### config.mk
export PLATFORM = sky130hd
export DESIGN_NAME = crypto_cmd_sequencer_flat
export DESIGN_NICKNAME = d
export VERILOG_FILES = /design/src/rtl/crypto_seq_pkg.sv /design/src/rtl/crypto_cmd_sequencer_if.sv /design/src/rtl/crypto_watchdog.sv /design/src/rtl/crypto_cmd_sequencer.sv /design/src/flat_wrapper.sv
export SDC_FILE = /design/constraint.sdc
export NUM_CORES = 1
export LEC_CHECK = 0
export CAP_MARGIN = 20
export CORE_MARGIN = 5
export CORE_UTILIZATION = 35
export CTS_CLUSTER_DIAMETER = 50
export DETAILED_ROUTE_END_ITERATION = 10
export PLACE_DENSITY = 0.54
export SLEW_MARGIN = 30
export SYNTH_ARGS = -nofsm -noshare
export SYNTH_HDL_FRONTEND = slang
export SYNTH_SLANG_ARGS = --single-unit
### constraint.sdc
create_clock -name clk -period 4.99 [get_ports clk]
set_input_delay 0.7485 -clock clk [delete_from_list [all_inputs] [get_ports clk]]
set_output_delay 0.7485 -clock clk [all_outputs]
set_load 0.01 [all_outputs]
### src/rtl/crypto_seq_pkg.sv
// crypto_seq_pkg: shared state, mode, status and strobe encodings for the command sequencer
package crypto_seq_pkg;
  typedef enum logic [2:0] {
    IDLE,
    LAUNCH,
    WAIT_GET,
    RUN,
    WAIT_KEY,
    WAIT_FIN,
    RESP
  } state_e;
  localparam logic [1:0] MODE_ENC    = 2'b01;
  localparam logic [1:0] MODE_DEC    = 2'b10;
  localparam logic [1:0] ERR_OK      = 2'b00;
  localparam logic [1:0] ERR_MODE    = 2'b01;
  localparam logic [1:0] ERR_TIMEOUT = 2'b10;
  localparam logic [1:0] ERR_SEQ     = 2'b11;
  // Strobe vector order: {get, cnt, out_data, out_key, fin}
  localparam logic [4:0] STB_GET  = 5'b10000;
  localparam logic [4:0] STB_CNT  = 5'b01000;
  localparam logic [4:0] STB_DATA = 5'b00100;
  localparam logic [4:0] STB_KEY  = 5'b00010;
  localparam logic [4:0] STB_FIN  = 5'b00001;
  function automatic logic mode_legal(input logic [1:0] m);
    return m == MODE_ENC || m == MODE_DEC;
  endfunction
endpackage

### src/rtl/crypto_cmd_sequencer_if.sv
// crypto_cmd_sequencer_if: host request/response channels of the command sequencer
interface crypto_cmd_sequencer_if;
  logic       req_valid;
  logic [1:0] req_mode;
  logic       req_ready;
  logic       rsp_valid;
  logic       rsp_ready;
  logic [1:0] rsp_err;
  logic [2:0] rsp_rounds;
  modport master (
    output req_valid, req_mode, rsp_ready,
    input  req_ready, rsp_valid, rsp_err, rsp_rounds
  );
  modport slave (
    input  req_valid, req_mode, rsp_ready,
    output req_ready, rsp_valid, rsp_err, rsp_rounds
  );
endinterface

### src/rtl/crypto_watchdog.sv
// crypto_watchdog: counts idle enabled cycles; expired flags the TIMEOUT-th one
module crypto_watchdog #(
  parameter int TIMEOUT = 64
) (
  input  logic clk,
  input  logic rst,
  input  logic en,
  input  logic clr,
  output logic expired
);
  localparam int W = $clog2(TIMEOUT + 1);
  logic [W-1:0] cnt_q, cnt_d;
  always_comb cnt_d = (!en || clr) ? '0 : cnt_q + 1'b1;
  always_ff @(posedge clk or negedge rst)
    if (!rst) cnt_q <= '0;
    else cnt_q <= cnt_d;
  // Independent of clr so the FSM can use it without a loop; strobes take priority there
  assign expired = en && cnt_q == W'(TIMEOUT - 1);
endmodule

### src/rtl/crypto_cmd_sequencer.sv
// crypto_cmd_sequencer: launches the crypto control unit per command, tracks its strobes,
// owns the round counter and reports a status response
module crypto_cmd_sequencer
  import crypto_seq_pkg::*;
#(
  parameter int ROUNDS  = 4,
  parameter int TIMEOUT = 64
) (
  input  logic                         clk,
  input  logic                         rst,
  crypto_cmd_sequencer_if.slave        host,
  output logic                         bgn,
  output logic [1:0]                   cript_or_decript,
  output logic [2:0]                   fin_counter,
  input  logic                         ctl_get,
  input  logic                         ctl_cnt,
  input  logic                         ctl_out_data,
  input  logic                         ctl_out_key,
  input  logic                         ctl_fin,
  output logic                         busy
);
  localparam logic [2:0] RMAX = 3'(ROUNDS);
  state_e     state_q, state_d, step_to;
  logic [1:0] mode_q, mode_d, err_q, err_d;
  logic [2:0] fin_q, fin_d;
  logic       bgn_q, bgn_d, rsp_valid_q, rsp_valid_d, busy_q, busy_d;
  logic [4:0] stb;
  logic       any, legal, step_ok, wd_en, wd_clr, expired;
  assign stb    = {ctl_get, ctl_cnt, ctl_out_data, ctl_out_key, ctl_fin};
  assign any    = |stb;
  assign legal  = mode_legal(host.req_mode);
  assign wd_en  = state_q inside {WAIT_GET, RUN, WAIT_KEY, WAIT_FIN};
  assign wd_clr = any || state_d != state_q;
  crypto_watchdog #(.TIMEOUT(TIMEOUT)) u_wd (
    .clk    (clk),
    .rst    (rst),
    .en     (wd_en),
    .clr    (wd_clr),
    .expired(expired)
  );
  // Exact-match compares reject simultaneous strobes as well as out-of-order ones
  always_comb begin
    step_ok = 1'b0;
    step_to = state_q;
    case (state_q)
      WAIT_GET: begin
        step_ok = stb == STB_GET;
        step_to = RUN;
      end
      RUN: begin
        step_ok = (stb == STB_CNT && fin_q < RMAX) || (stb == STB_DATA && fin_q == RMAX);
        step_to = ctl_cnt ? RUN : WAIT_KEY;
      end
      WAIT_KEY: begin
        step_ok = stb == STB_KEY;
        step_to = WAIT_FIN;
      end
      WAIT_FIN: begin
        step_ok = stb == STB_FIN;
        step_to = RESP;
      end
      default: ;
    endcase
  end
  always_comb begin
    state_d = state_q;
    mode_d  = mode_q;
    err_d   = err_q;
    fin_d   = fin_q;
    if (state_q == IDLE && host.req_valid) begin
      mode_d  = legal ? host.req_mode : 2'b00;
      err_d   = legal ? ERR_OK : ERR_MODE;
      fin_d   = '0;
      state_d = legal ? LAUNCH : RESP;
    end else if (state_q == LAUNCH) begin
      state_d = WAIT_GET;
    end else if (state_q == RESP && host.rsp_ready) begin
      state_d = IDLE;
      mode_d  = 2'b00;
    end else if (wd_en && any) begin
      state_d = step_ok ? step_to : RESP;
      err_d   = step_ok ? err_q : ERR_SEQ;
      fin_d   = (step_ok && ctl_cnt) ? fin_q + 3'd1 : fin_q;
    end else if (wd_en && expired) begin
      state_d = RESP;
      err_d   = ERR_TIMEOUT;
    end
  end
  always_comb begin
    bgn_d       = state_d == LAUNCH;
    rsp_valid_d = state_d == RESP;
    busy_d      = state_d != IDLE;
  end
  always_ff @(posedge clk or negedge rst)
    if (!rst) begin
      state_q     <= IDLE;
      mode_q      <= 2'b00;
      err_q       <= ERR_OK;
      fin_q       <= '0;
      bgn_q       <= 1'b0;
      rsp_valid_q <= 1'b0;
      busy_q      <= 1'b0;
    end else begin
      state_q     <= state_d;
      mode_q      <= mode_d;
      err_q       <= err_d;
      fin_q       <= fin_d;
      bgn_q       <= bgn_d;
      rsp_valid_q <= rsp_valid_d;
      busy_q      <= busy_d;
    end
  assign host.req_ready  = state_q == IDLE;
  assign host.rsp_valid  = rsp_valid_q;
  assign host.rsp_err    = err_q;
  assign host.rsp_rounds = fin_q;
  assign bgn              = bgn_q;
  assign cript_or_decript = mode_q;
  assign fin_counter      = fin_q;
  assign busy             = busy_q;
endmodule

### src/flat_wrapper.sv
// flat-port wrapper written by rule: the top's interface ports become plain ports
module crypto_cmd_sequencer_flat import crypto_seq_pkg::*;
#(
  parameter int ROUNDS  = 4,
  parameter int TIMEOUT = 64
)
  (clk, rst, bgn, cript_or_decript, fin_counter, ctl_get, ctl_cnt, ctl_out_data, ctl_out_key, ctl_fin, busy, host_req_valid, host_req_mode, host_rsp_ready, host_req_ready, host_rsp_valid, host_rsp_err, host_rsp_rounds);
  crypto_cmd_sequencer_if host_i ();
  input  logic clk;
  input  logic rst;
  output logic bgn;
  output logic [1:0] cript_or_decript;
  output logic [2:0] fin_counter;
  input  logic ctl_get;
  input  logic ctl_cnt;
  input  logic ctl_out_data;
  input  logic ctl_out_key;
  input  logic ctl_fin;
  output logic busy;
  input wire logic [$bits(host_i.req_valid)-1:0] host_req_valid;
  input wire logic [$bits(host_i.req_mode)-1:0] host_req_mode;
  input wire logic [$bits(host_i.rsp_ready)-1:0] host_rsp_ready;
  output wire logic [$bits(host_i.req_ready)-1:0] host_req_ready;
  output wire logic [$bits(host_i.rsp_valid)-1:0] host_rsp_valid;
  output wire logic [$bits(host_i.rsp_err)-1:0] host_rsp_err;
  output wire logic [$bits(host_i.rsp_rounds)-1:0] host_rsp_rounds;
  assign host_i.req_valid = host_req_valid;
  assign host_i.req_mode = host_req_mode;
  assign host_i.rsp_ready = host_rsp_ready;
  assign host_req_ready = host_i.req_ready;
  assign host_rsp_valid = host_i.rsp_valid;
  assign host_rsp_err = host_i.rsp_err;
  assign host_rsp_rounds = host_i.rsp_rounds;
  crypto_cmd_sequencer #(.ROUNDS(ROUNDS), .TIMEOUT(TIMEOUT)) u_core (.clk(clk), .rst(rst), .host(host_i), .bgn(bgn), .cript_or_decript(cript_or_decript), .fin_counter(fin_counter), .ctl_get(ctl_get), .ctl_cnt(ctl_cnt), .ctl_out_data(ctl_out_data), .ctl_out_key(ctl_out_key), .ctl_fin(ctl_fin), .busy(busy));
endmodule
**After elaboration in Yosys (flattened, before gate mapping)**

Cells that the tools add are included.

- Register bits after elaboration: 20
- Output and inout port bits: 14
- Bits of input ports: 11

- Reductions and logical operators: 24
- Muxes and demuxes: 27
- Equality and inequality tests: 21
- $add $sub $neg: 2
- $lt $le $gt $ge: 1

Operator list:

| cell | count |
|---|---|
| $mux 3 | 13 |
| $mux 2 | 10 |
| $eq 3x3->1 const B | 5 |
| $pmux 3 s4 | 1 |
| $logic_and 1x1->1 | 8 |
| $reduce_and 4->1 | 2 |
| $add 7x1->7 const B | 1 |
| $eq 7x6->1 const B | 1 |
| $mux 7 | 1 |
| $eq 3x1->1 const B | 2 |
| $eq 3x2->1 const B | 2 |
| $reduce_bool 2->1 | 3 |
| $reduce_bool 3->1 | 2 |
| $eq 5x1->1 const B | 1 |
| $eq 5x2->1 const B | 1 |
| $eq 5x3->1 const B | 1 |
| $eq 5x4->1 const B | 1 |
| $eq 5x5->1 const B | 1 |
| $reduce_or 5->1 | 1 |
| $logic_or 1x1->1 | 4 |
| $ne 2x1->1 const B | 2 |
| $pmux 1 s4 | 1 |
| $reduce_bool 4->1 | 1 |
| $add 3x1->3 const B | 1 |
| other kinds (9) | 9 |

**Logic depth before layout (Yosys ltp)**

Gate-level depths: netlist of the first run.

- Depth in word-level cells: 13
- Depth in mapped cells: 10
- Mapped depth without buffers: 9

**Hierarchy**

Synthesis of the first run repeated with hierarchy kept, for this count alone.

- Cells, all modules: 139
- Area, all modules: 1263.7 µm²

By module, submodules not included:

| module | times used | area each (µm²) | cells an instance |
|---|---|---|---|
| crypto_cmd_sequencer | 1 | 947.2 | 109 |
| crypto_watchdog | 1 | 316.6 | 30 |

**Worst setup path after synthesis of the first run**

OpenSTA, ideal clock, no wires.

- Path kind: input to register
- Start point: input port ctl_fin
- End point: register u_core.busy_q, in the netlist u_core.busy
- Stages: 6
- Setup slack: 2774 ps
- Library setup time: 131 ps
- Data required time: 4859 ps
- Data arrival time: 2085 ps
- Cells stage by stage: or3_4 > a21oi_4 > nand4_4 > a21boi_4 > a21oi_2 > or3_1

- Word-level cells in the longest chain between the ends: 10

RTL lines:

| what | RTL line | text |
|---|---|---|
| from (decl) | flat_wrapper.sv:18 | `input logic ctl_fin;` |
| $eq 5x4->1 / $eq 5x3->1 (equally long branches) | crypto_cmd_sequencer.sv:51 | `step_ok = (stb == STB_CNT && fin_q < RMAX) \|\| (stb == STB_DATA && fin_q == RMAX);` |
| $logic_and 1x1->1 | crypto_cmd_sequencer.sv:51 |  |
| $logic_or 1x1->1 | crypto_cmd_sequencer.sv:51 |  |
| $pmux 1 s4 | crypto_cmd_sequencer.sv:45 | `case (state_q)` |
| $mux 3 | crypto_cmd_sequencer.sv:81 | `state_d = step_ok ? step_to : RESP;` |
| $mux 3 (*) | crypto_cmd_sequencer.sv:80 | `end else if (wd_en && any) begin` |
| $mux 3 (*) | crypto_cmd_sequencer.sv:77 | `end else if (state_q == RESP && host.rsp_ready) begin` |
| $mux 3 (*) | crypto_cmd_sequencer.sv:75 | `end else if (state_q == LAUNCH) begin` |
| $mux 3 (*) | crypto_cmd_sequencer.sv:70 | `if (state_q == IDLE && host.req_valid) begin` |
| via u_core.state_d[1] | crypto_cmd_sequencer.sv:23 | `state_e state_q, state_d, step_to;` |
| $reduce_bool 3->1 (*) | crypto_cmd_sequencer.sv:92 | `busy_d = state_d != IDLE;` |
| via u_core.busy_d | crypto_cmd_sequencer.sv:26 | `logic bgn_q, bgn_d, rsp_valid_q, rsp_valid_d, busy_q, busy_d;` |
| to (signal assigned) | crypto_cmd_sequencer.sv:110 | `busy_q <= busy_d;` |
| to (decl) | crypto_cmd_sequencer.sv:26 |  |

The timed path passes the listed nets; every way through them passes the cells marked *.
A chain may end at the register's enable or synchronous reset.

**Worst setup path in the final report of the first run**

- Start point: input port ctl_cnt
- End point: register u_core.busy_q, in the netlist u_core.busy

- Word-level cells in the longest chain between the ends: 10

RTL lines:

| what | RTL line | text |
|---|---|---|
| from (decl) | flat_wrapper.sv:15 | `input logic ctl_cnt;` |
| $eq 5x4->1 / $eq 5x3->1 (equally long branches) | crypto_cmd_sequencer.sv:51 |  |
| $logic_and 1x1->1 | crypto_cmd_sequencer.sv:51 |  |
| $logic_or 1x1->1 | crypto_cmd_sequencer.sv:51 |  |
| $pmux 1 s4 | crypto_cmd_sequencer.sv:45 |  |
| $mux 3 | crypto_cmd_sequencer.sv:81 |  |
| $mux 3 (*) | crypto_cmd_sequencer.sv:80 |  |
| $mux 3 (*) | crypto_cmd_sequencer.sv:77 |  |
| $mux 3 (*) | crypto_cmd_sequencer.sv:75 |  |
| $mux 3 (*) | crypto_cmd_sequencer.sv:70 |  |
| via u_core.state_d[1] | crypto_cmd_sequencer.sv:23 |  |
| $reduce_bool 3->1 (*) | crypto_cmd_sequencer.sv:92 |  |
| via u_core.busy_d | crypto_cmd_sequencer.sv:26 |  |

Marks and branches as above.

==> reports/qor.yml, run 1 <==
outcome: "completed"
finalMaxSlewViolations: 0
clock-root-buffer: "clkbuf_8"
syn_avg_cell_area_um2: 9.47
r2r_start: "u_core.state_q[1]"
layout_commonest_cell: "clkdlybuf4s50_1"
post-place-ws_ns: 2.11
portBuffers: 24
drt-initial-drc-count: 32
grt_usage_pct: 12.2
rsz0062_at_grt: "no"
irDropWorstVdd_v: 0.000316
drcViolationCount: 0
start_util_pct: 36.2
cp_max_fo: 6
grt_pass1_wl_um: 4950
cts_hold_buf: 0
critPathArrivalTime_ns: 2.73
cts_num_sinks: 20
power_uw: 767
n_fill_cell: 355
die_area_um2: 5120
drive_above_1_share_pct: 13.0
max_freq_mhz: 386
path_class: "input port to register"
syn_to_final_growth_pct: 23.0
dr_total_vias: 1074
grt_max_degree: 21
cts_resized: 0
crit_start: "ctl_cnt"
ant_nets: 0
final_cell_mix: "clkdlybuf4s50_1, dfrtp_1, nand2_1"
wl_um: 2910
start_kind: "input port"
io_pins: 25
yosys.area.top_type: "dfrtp_1"
min_period_over_period_pct: 52.0
synth_top_area_share_pct: 37.7
yosysSeqAreaShare_pct: 37.7
syn-instance-count: 140
cts_tree: "yes"
gp_congestion: 0.831
hold_viol: 0
rows: 22
ctsHtreeMaxLevel: 1
hp-class: "input port to async pin"
grt_overflow_total: 0
vias_per_cell: 5.14
ys_ff_latch: 20
worst_slew_pin_slew_ns: 0.493
yosys-top-cells-area: "dfrtp_1, ha_1, nand2_1, a21oi_1, nor2_1"
finalInstanceArea_um2: 1630
min_period_ns: 2.59
yosysWarnings: 0
clkLatencyLatePin_ns: 0.25
layout.nets: 179
dpl.hpwl_um: 2280
die_w_um: 71.6
antenna_cells: 0
cts_setup_buffers: 0
syn_area_um2: 1330
p_leak_nw: 0.687
finalNonFillerCells: 209
synth_edf_count: 0
endpoint_kind: "register"
maxCapViolations: 0
synth_flop_cell: "dfrtp_1"
worst_slack_ns: 2.40
place_inst: 205
path_clk_slew_ns: 0.07
synthArstFlopShare_pct: 100
die_h_um: 71.6
slew_headroom_pct: 67.1
first_global_vias: 1070
ys_types: 44
dr.pass1.iters: 4
fp.coreArea_um2: 3660
fin_setup_tns_ns: 0
dpl_cell_area_um2: 1580
cts_made_buffers: 3
finalSetupViolCount: 0
whs_ns: 0.433
antenna_found_initial: 0
cts.path.max_buffers: 2
clock_skew_ns: 0.00140
r2r_end: "u_core.busy"
synth_fp_nets: 157
required_ns: 5.12
power_density_nw_per_um2: 470
r2r_setup_slack_ns: 2.64
ff2ff_path_depth: 8
final_util_pct: 44.6
avgRoutedWirePerCell_um: 13.9
## cell usage after synthesis, types with 2 or more instances
cell type and number:
nand2_1 14, a21oi_4 2, buf_4 4, nor3_1 4, a21oi_1 10, o211ai_1 2
dfrtp_1 20, and2_1 2, o22ai_1 2, o21bai_1 2, o21ai_0 8, nand3b_1 4
buf_2 3, and2b_1 2, inv_1 7, a21oi_2 2, ha_1 6, or3_4 2
xor2_1 3, nor2_1 13, a22o_1 2, nand3_1 2, or2_2 2, xnor2_1 2
## cells by family after synthesis
logic type | Yosys count | share of synthesized area (%)
DFF | 20 | 37.7
AOI/OAI and AO/OA | 36 | 20.5
xor gates and xnor gates | 5 | 3.30
and+or+nand+nor | 57 | 25.9
adders and majority gates | 6 | 5.66
muxes | 2 | 1.60
buffers and inverters | 14 | 5.38
## worst max-delay path by stage
| stage | depth (start not counted) | endpoint | slack (ns) |
|---|---|---|---|
| after floorplan | 6 | u_core.busy | 2.77 |
| after global placement | 7 | u_core.busy | 2.17 |
| after detailed placement | 7 | u_core.busy | 2.11 |
| after CTS | 7 | u_core.busy | 2.38 |
| after global routing | 7 | u_core.busy | 2.28 |
| final | 7 | u_core.busy | 2.40 |
## routing by layer
| metal | routed length, um | GRT usage (%) |
|---|---|---|
| met3 | 159 | 4.21 |
| met5 | 0 | 0 |
| met4 | 17 | 2.92 |
| met1 | 1280 | 15.0 |
| met2 | 1460 | 20.4 |
## registers in the layout, indices dropped and copies added, names as in the netlist
name                     cells
u_core.bgn                   1
u_core.u_wd.cnt_q            7
u_core.host.rsp_err          2
u_core.state_q               3
u_core.busy                  1
u_core.host.rsp_valid        1
u_core.fin_counter           3
u_core.cript_or_decript      2
## report_power, final
part,switching (mW),leakage [nW],internal (mW)
Sequential,0.0596,0.259,0.200
Clock,0.0493,0.0288,0.0701
Combinational,0.195,0.399,0.193
## critical path: stages
cell	delay, ns
clkdlybuf4s50_1	0.53
nor2_1	0.27
o211ai_1	0.14
a211o_1	0.36
a21boi_4	0.22
a21oi_2	0.09
or3_1	0.36
## layout make-up
class	count	area [um2]	area share [%]
inverters	7	26.3	1.61
multi-input cells	106	754	46.2
well taps	48	60.1	3.68
flip-flops and latches	20	500	30.7
clock buffers	4	55.1	3.37
repair buffers	24	235	14.4
No activity file was read; power rests on OpenSTA's default activity.
==> run 2: changes to the inputs <==
Settings changed: PLACE_DENSITY 0.54 to 0.57.
Clock period 4.99 ns to 2.22 ns, I/O delays scaled along.
==> run 2 against run 1 <==
Sequential power up 100%. Clock power up 130%. Clock skew up 0.0059 ns. Worst hold slack worse by 0.016 ns. Clock-buffer cell count unchanged. Sequential share of layout area down 3.0 points. Flip-flop and latch count unchanged. First-iteration DRC count down 16%. Design area up 11%. Final cell count up 10%. Critical endpoint is now host_req_ready. Highest routed layer is now met3.
==> reports/qor.yml, run 2 (synthesis gave the netlist of run 1 again) <==
outcome: "completed"
cp_slowest_cell: "clkdlybuf4s50_1"
dr.pass1.iters: 4  # unchanged
drive_above_1_share_pct: 23.1  # +10 points
rows: 22  # unchanged
min_period_over_period_pct: 96.0
cp_max_fo: 8  # +2
syn_to_final_growth_pct: 36.1
worst_slew_pin_slew_ns: 0.423  # -0.0700 ns
start_util_pct: 36.2  # unchanged
whs_ns: 0.416  # -0.0164 ns
crit_family: "buffers and inverters"
place_inst: 226  # +10%
r2r_setup_slack_ns: 0.13  # -2.51 ns
fp.coreArea_um2: 3660  # unchanged
ff2ff_path_depth: 9  # +1
layout_commonest_cell: "clkdlybuf4s50_1"
final_cell_mix: "clkdlybuf4s50_1, buf_4, dfrtp_1"
gp_congestion: 0.827  # -0.47%
antenna_found_initial: 0  # unchanged
ant_nets: 0  # unchanged
drcViolationCount: 0  # unchanged
finalMaxSlewViolations: 0  # unchanged
vias_per_cell: 5.03  # -2.0%
seq_area_um2: 500  # unchanged
power_density_nw_per_um2: 1050  # +120%
first_global_vias: 1194  # +12%
die_area_um2: 5120  # unchanged
path_class: "register to output pin"
die_h_um: 71.6  # unchanged
finalSetupViolCount: 0  # unchanged
dpl.hpwl_um: 2570  # +13%
hold_viol: 0  # unchanged
min_period_ns: 2.13
cts_resized: 0  # unchanged
clock-root-buffer: "clkbuf_8"
grt_max_degree: 21  # unchanged
rsz0062_at_grt: "no"
p_leak_nw: 0.788  # +15%
top_register: "u_core.u_wd.cnt_q"
dr_total_vias: 1158  # +7.8%
clkLatencyLatePin_ns: 0.25  # about the same
ctsHtreeMaxLevel: 1  # unchanged
required_ns: 1.89  # -3.23 ns
final_util_pct: 49.3  # +4.8 points
finalNonFillerCells: 230  # +10%
slew_headroom_pct: 71.6  # +4.4 points
path_buf_inv: 2  # +1
start_kind: "register"
cts_setup_buffers: 0  # unchanged
fin_setup_tns_ns: 0  # unchanged
maxCapViolations: 0  # unchanged
portBuffers: 24  # unchanged
cts_tree: "yes"
critPathMaxStageDelay_ns: 0.62  # +0.09 ns
grt_usage_pct: 13.0  # +0.79 points
avgRoutedWirePerCell_um: 13.7  # -1.4%
cts.path.max_buffers: 2  # unchanged
max_freq_mhz: 469
grt_overflow_total: 0  # unchanged
antenna_cells: 0  # unchanged
r2r_start: "u_core.u_wd.cnt_q[0]"
irDropWorstVdd_v: 0.000607  # +92%
crit_chain: "buf_4 > nor3_1 > clkdlybuf4s50_1"
largest_register_ffs: 7  # unchanged
wl_um: 3160  # +8.5%
path_clk_slew_ns: 0.07  # about the same
clock_skew_ns: 0.00732  # +0.00592 ns
layout.nets: 200  # +12%
die_w_um: 71.6  # unchanged
drt-initial-drc-count: 27  # -16%
hp-class: "input port to async pin"
endpoint_kind: "output pin"
critPathArrivalTime_ns: 1.80  # -0.93 ns
cts_num_sinks: 20  # unchanged
multi_input_area_um2: 766  # +1.5%
r2r_end: "u_core.busy"
grt_pass1_wl_um: 5350  # +8.1%
io_pins: 25  # unchanged
cts_made_buffers: 3  # unchanged
n_fill_cell: 348  # -2.0%
cts_hold_buf: 0  # unchanged
## run 2: area by class of cell
type	count	share of cell area, %
Multi-Input combinational cell	106	42.4
Timing Repair Buffer	45	22.0
Tap cell	48	3.33
Clock buffer	4	3.05
Inverter	7	1.46
Sequential cell	20	27.7
## run 2: how the worst max path moves through the flow
stage	endpoint	from	slack, ns	depth (start not counted)
final	host_req_ready	u_core.state_q[0]	0.09	3
after global routing	u_core.busy	u_core.state_q[1]	0.03	9
after CTS	u_core.busy	u_core.u_wd.cnt_q[0]	0.08	9
after detailed placement	u_core.busy	ctl_get	-0.08	7
after global placement	u_core.busy	ctl_get	-0.03	7
after floorplan	u_core.busy	u_core.state_q[1]	0.17	9
## run 2: report_power, final
group	internal, mW	switching, mW
logic	0.556	0.547
registers	0.452	0.0788
clock network	0.158	0.113
## run 2: routing by layer
layer	GRT usage, %	share of wire, %	up-vias	wire (um)
met2	24.9	54	24	1700
met5	0	0	-	0
met1	14.3	41	557	1300
met4	0.626	0	0	0
li1	-	-	577	-
met3	4.49	5.0	0	158
## run 2: stage by stage
stage | total power, mW | setup WS (ns) | cell area (um2)
2_1_floorplan | 1.18 | 0.171 | 1330
3_3_place_gp | 1.62 | -0.0307 | 1740
3_5_place_dp | 1.63 | -0.0800 | 1740
4_1_cts | 1.91 | 0.0765 | 1790
5_1_grt | 2.07 | 0.0259 | 1810
6_report | 1.90 | 0.0899 | 1810
==> run 3: changes to the inputs <==
Settings changed: CORE_MARGIN 5 to 1.
==> run 3 against run 2 <==
Clock power rose by 36%. Critical path type is now register to register. Core utilization rose by 3.1 points. Die area fell by 21%.
==> reports/qor.yml, run 3 (synthesis gave the netlist of run 1 again) <==
syn_to_final_growth_pct: 37.2
layout_commonest_cell: "clkdlybuf4s50_1"
worst_slack_ns: 0.148  # +0.0577 ns
endpoint_kind: "register"
slew_headroom_pct: 77.8  # +6.2 points
drcViolationCount: 0  # unchanged
clkPwrFrac_pct: 18.4  # +4.2 points
p_leak_nw: 0.793  # +0.69%
clkLatencyLatePin_ns: 0.26  # about the same
grt_max_degree: 21  # unchanged
cts_tree: "yes"
grt_usage_pct: 17.2  # +4.2 points
die_h_um: 63.6  # -11%
start_util_pct: 38.2  # +2.0 points
io_pins: 25  # unchanged
switching_share_pct: 38.0  # -0.79 points
post-place-ws_ns: -0.110  # -0.0295 ns
grt_pass1_wl_um: 5460  # +1.9%
clock_skew_ns: 0.00355  # -0.00377 ns
final_util_pct: 52.5  # +3.1 points
r2r_end: "u_core.u_wd.cnt_q[3]"
r2r_start: "u_core.u_wd.cnt_q[0]"
vias_per_cell: 5.26  # +4.4%
ff2ff_path_depth: 8  # -1
p_int_mw: 1.23  # +5.6%
irDropWorstVdd_v: 0.000609  # +0.36%
cts_hold_buf: 0  # unchanged
portBuffers: 24  # unchanged
antenna_found_initial: 0  # unchanged
ant_nets: 0  # unchanged
pwr-share-seq_pct: 26.6  # -1.2 points
maxCapViolations: 0  # unchanged
wl_um: 3200  # +1.3%
largest_register_ffs: 7  # unchanged
power_density_nw_per_um2: 1090  # +3.5%
avgRoutedWirePerCell_um: 14.1  # +2.6%
gp_congestion: 0.848  # +2.6%
cts.path.max_buffers: 2  # unchanged
drt-initial-drc-count: 73  # +170%
die_area_um2: 4040  # -21%
outcome: "completed"
finalMaxSlewViolations: 0  # unchanged
power_mw: 1.99  # +4.3%
fp.coreArea_um2: 3470  # -5.3%
max_freq_mhz: 483  # +2.8%
final_cell_mix: "clkdlybuf4s50_1, buf_4, dfrtp_1"
r2r_setup_slack_ns: 0.15  # +0.02 ns
min_period_ns: 2.07  # -0.0577 ns
dr_total_vias: 1193  # +3.0%
worst_slew_pin_slew_ns: 0.334  # -0.0898 ns
drive_above_1_share_pct: 23.2  # +0.13 points
layout.nets: 199  # -0.50%
rows: 21  # -4.5%
clock-root-buffer: "clkbuf_8"
first_global_vias: 1192  # -0.17%
finalSetupViolCount: 0  # unchanged
ctsHtreeMaxLevel: 1  # unchanged
top_register: "u_core.u_wd.cnt_q"
dpl.hpwl_um: 2480  # -3.5%
hold_viol: 0  # unchanged
cp_max_fo: 5  # -3
die_w_um: 63.6  # -11%
cts_num_sinks: 20  # unchanged
hp-class: "input port to async pin"
required_ns: 2.36  # +0.47 ns
grt_overflow_total: 0  # unchanged
path_class: "register to register"
critPathArrivalTime_ns: 2.21  # +0.41 ns
min_period_over_period_pct: 93.4  # -2.6 points
cts_made_buffers: 3  # unchanged
antenna_cells: 0  # unchanged
path_clk_slew_ns: 0.08  # about the same
rsz0062_at_grt: "no"
start_kind: "register"
dr.pass1.iters: 4  # unchanged
switchingPower_uw: 755  # +2.2%
comb_power_share_pct: 55.0  # -3.0 points
run 3: cell count changes in the layout (fill, tap and decap cells not counted):
| cell | before | now |
|---|---|---|
| bufinv_16 | 0 | 1 |
| ha_1 | 5 | 6 |
| clkbuf_8 | 4 | 3 |
| ha_2 | 1 | 0 |
| nor3_2 | 0 | 1 |
| nor3_1 | 4 | 3 |
| nor3b_2 | 0 | 1 |
| nor3b_1 | 1 | 0 |
| buf_4 | 21 | 20 |
run 3: worst max-delay path, cell delays in order (launching register included):
cell and delay [ns]:
dfrtp_1 0.38, ha_1 0.22, nand3_2 0.09, or3_4 0.41, a21oi_4 0.20, buf_4 0.14
nand2_1 0.07, o31ai_4 0.33, nor2_1 0.10
run 3: how the worst max path moves through the flow:
stage	startpoint	end	slack (ns)	depth (start not counted)
after floorplan	u_core.state_q[1]	u_core.busy	0.17	9
after global placement	ctl_get	u_core.busy	-0.03	7
after detailed placement	ctl_get	u_core.busy	-0.11	7
after CTS	u_core.u_wd.cnt_q[0]	u_core.u_wd.cnt_q[5]	0.02	8
after global routing	u_core.u_wd.cnt_q[0]	u_core.u_wd.cnt_q[3]	0.02	8
final	u_core.u_wd.cnt_q[0]	u_core.u_wd.cnt_q[3]	0.15	8
run 3: routing by layer:
metal  routed length (um)  track usage (%)
met1                 1470             22.7
met2                 1590             28.5
met3                  123             3.99
met4                   13             3.41
met5                    0                0
run 3: power groups by stage:
stage	Clock [mW]	Sequential [mW]	Combinational [mW]
floorplan	0	0.551	0.626
global placement	0	0.527	1.05
finish	0.366	0.528	1.09
global route	0.390	0.540	1.19
CTS	0.377	0.525	1.07
detailed placement	0	0.532	1.06
run 3: per-stage QoR:
stage	std cells	hold slack, ns	instance area, um2	TNS, ns
detailed placement	223	0.463	1730	-0.518
global placement	223	0.448	1730	-0.0466
CTS	227	0.421	1800	0
finish	227	0.412	1820	0
global route	227	0.426	1820	0
floorplan	140	0.0374	1330	0
run 3: final cells by class:
| type | count | area (um2) |
|---|---|---|
| clock buffers | 3 | 41.3 |
| multi-input cells | 106 | 773 |
| well taps | 46 | 57.6 |
| inverters | 7 | 26.3 |
| fillers | 322 | 1650 |
| clock inverters | 1 | 30.0 |
| flip-flops and latches | 20 | 500 |
| repair buffers | 44 | 390 |
run 3: timing repair:
item / CTS / global route
gates resized for setup: 0 / 3
endpoints found under the setup margin: 0 / 7
setup buffers: 0 / 0
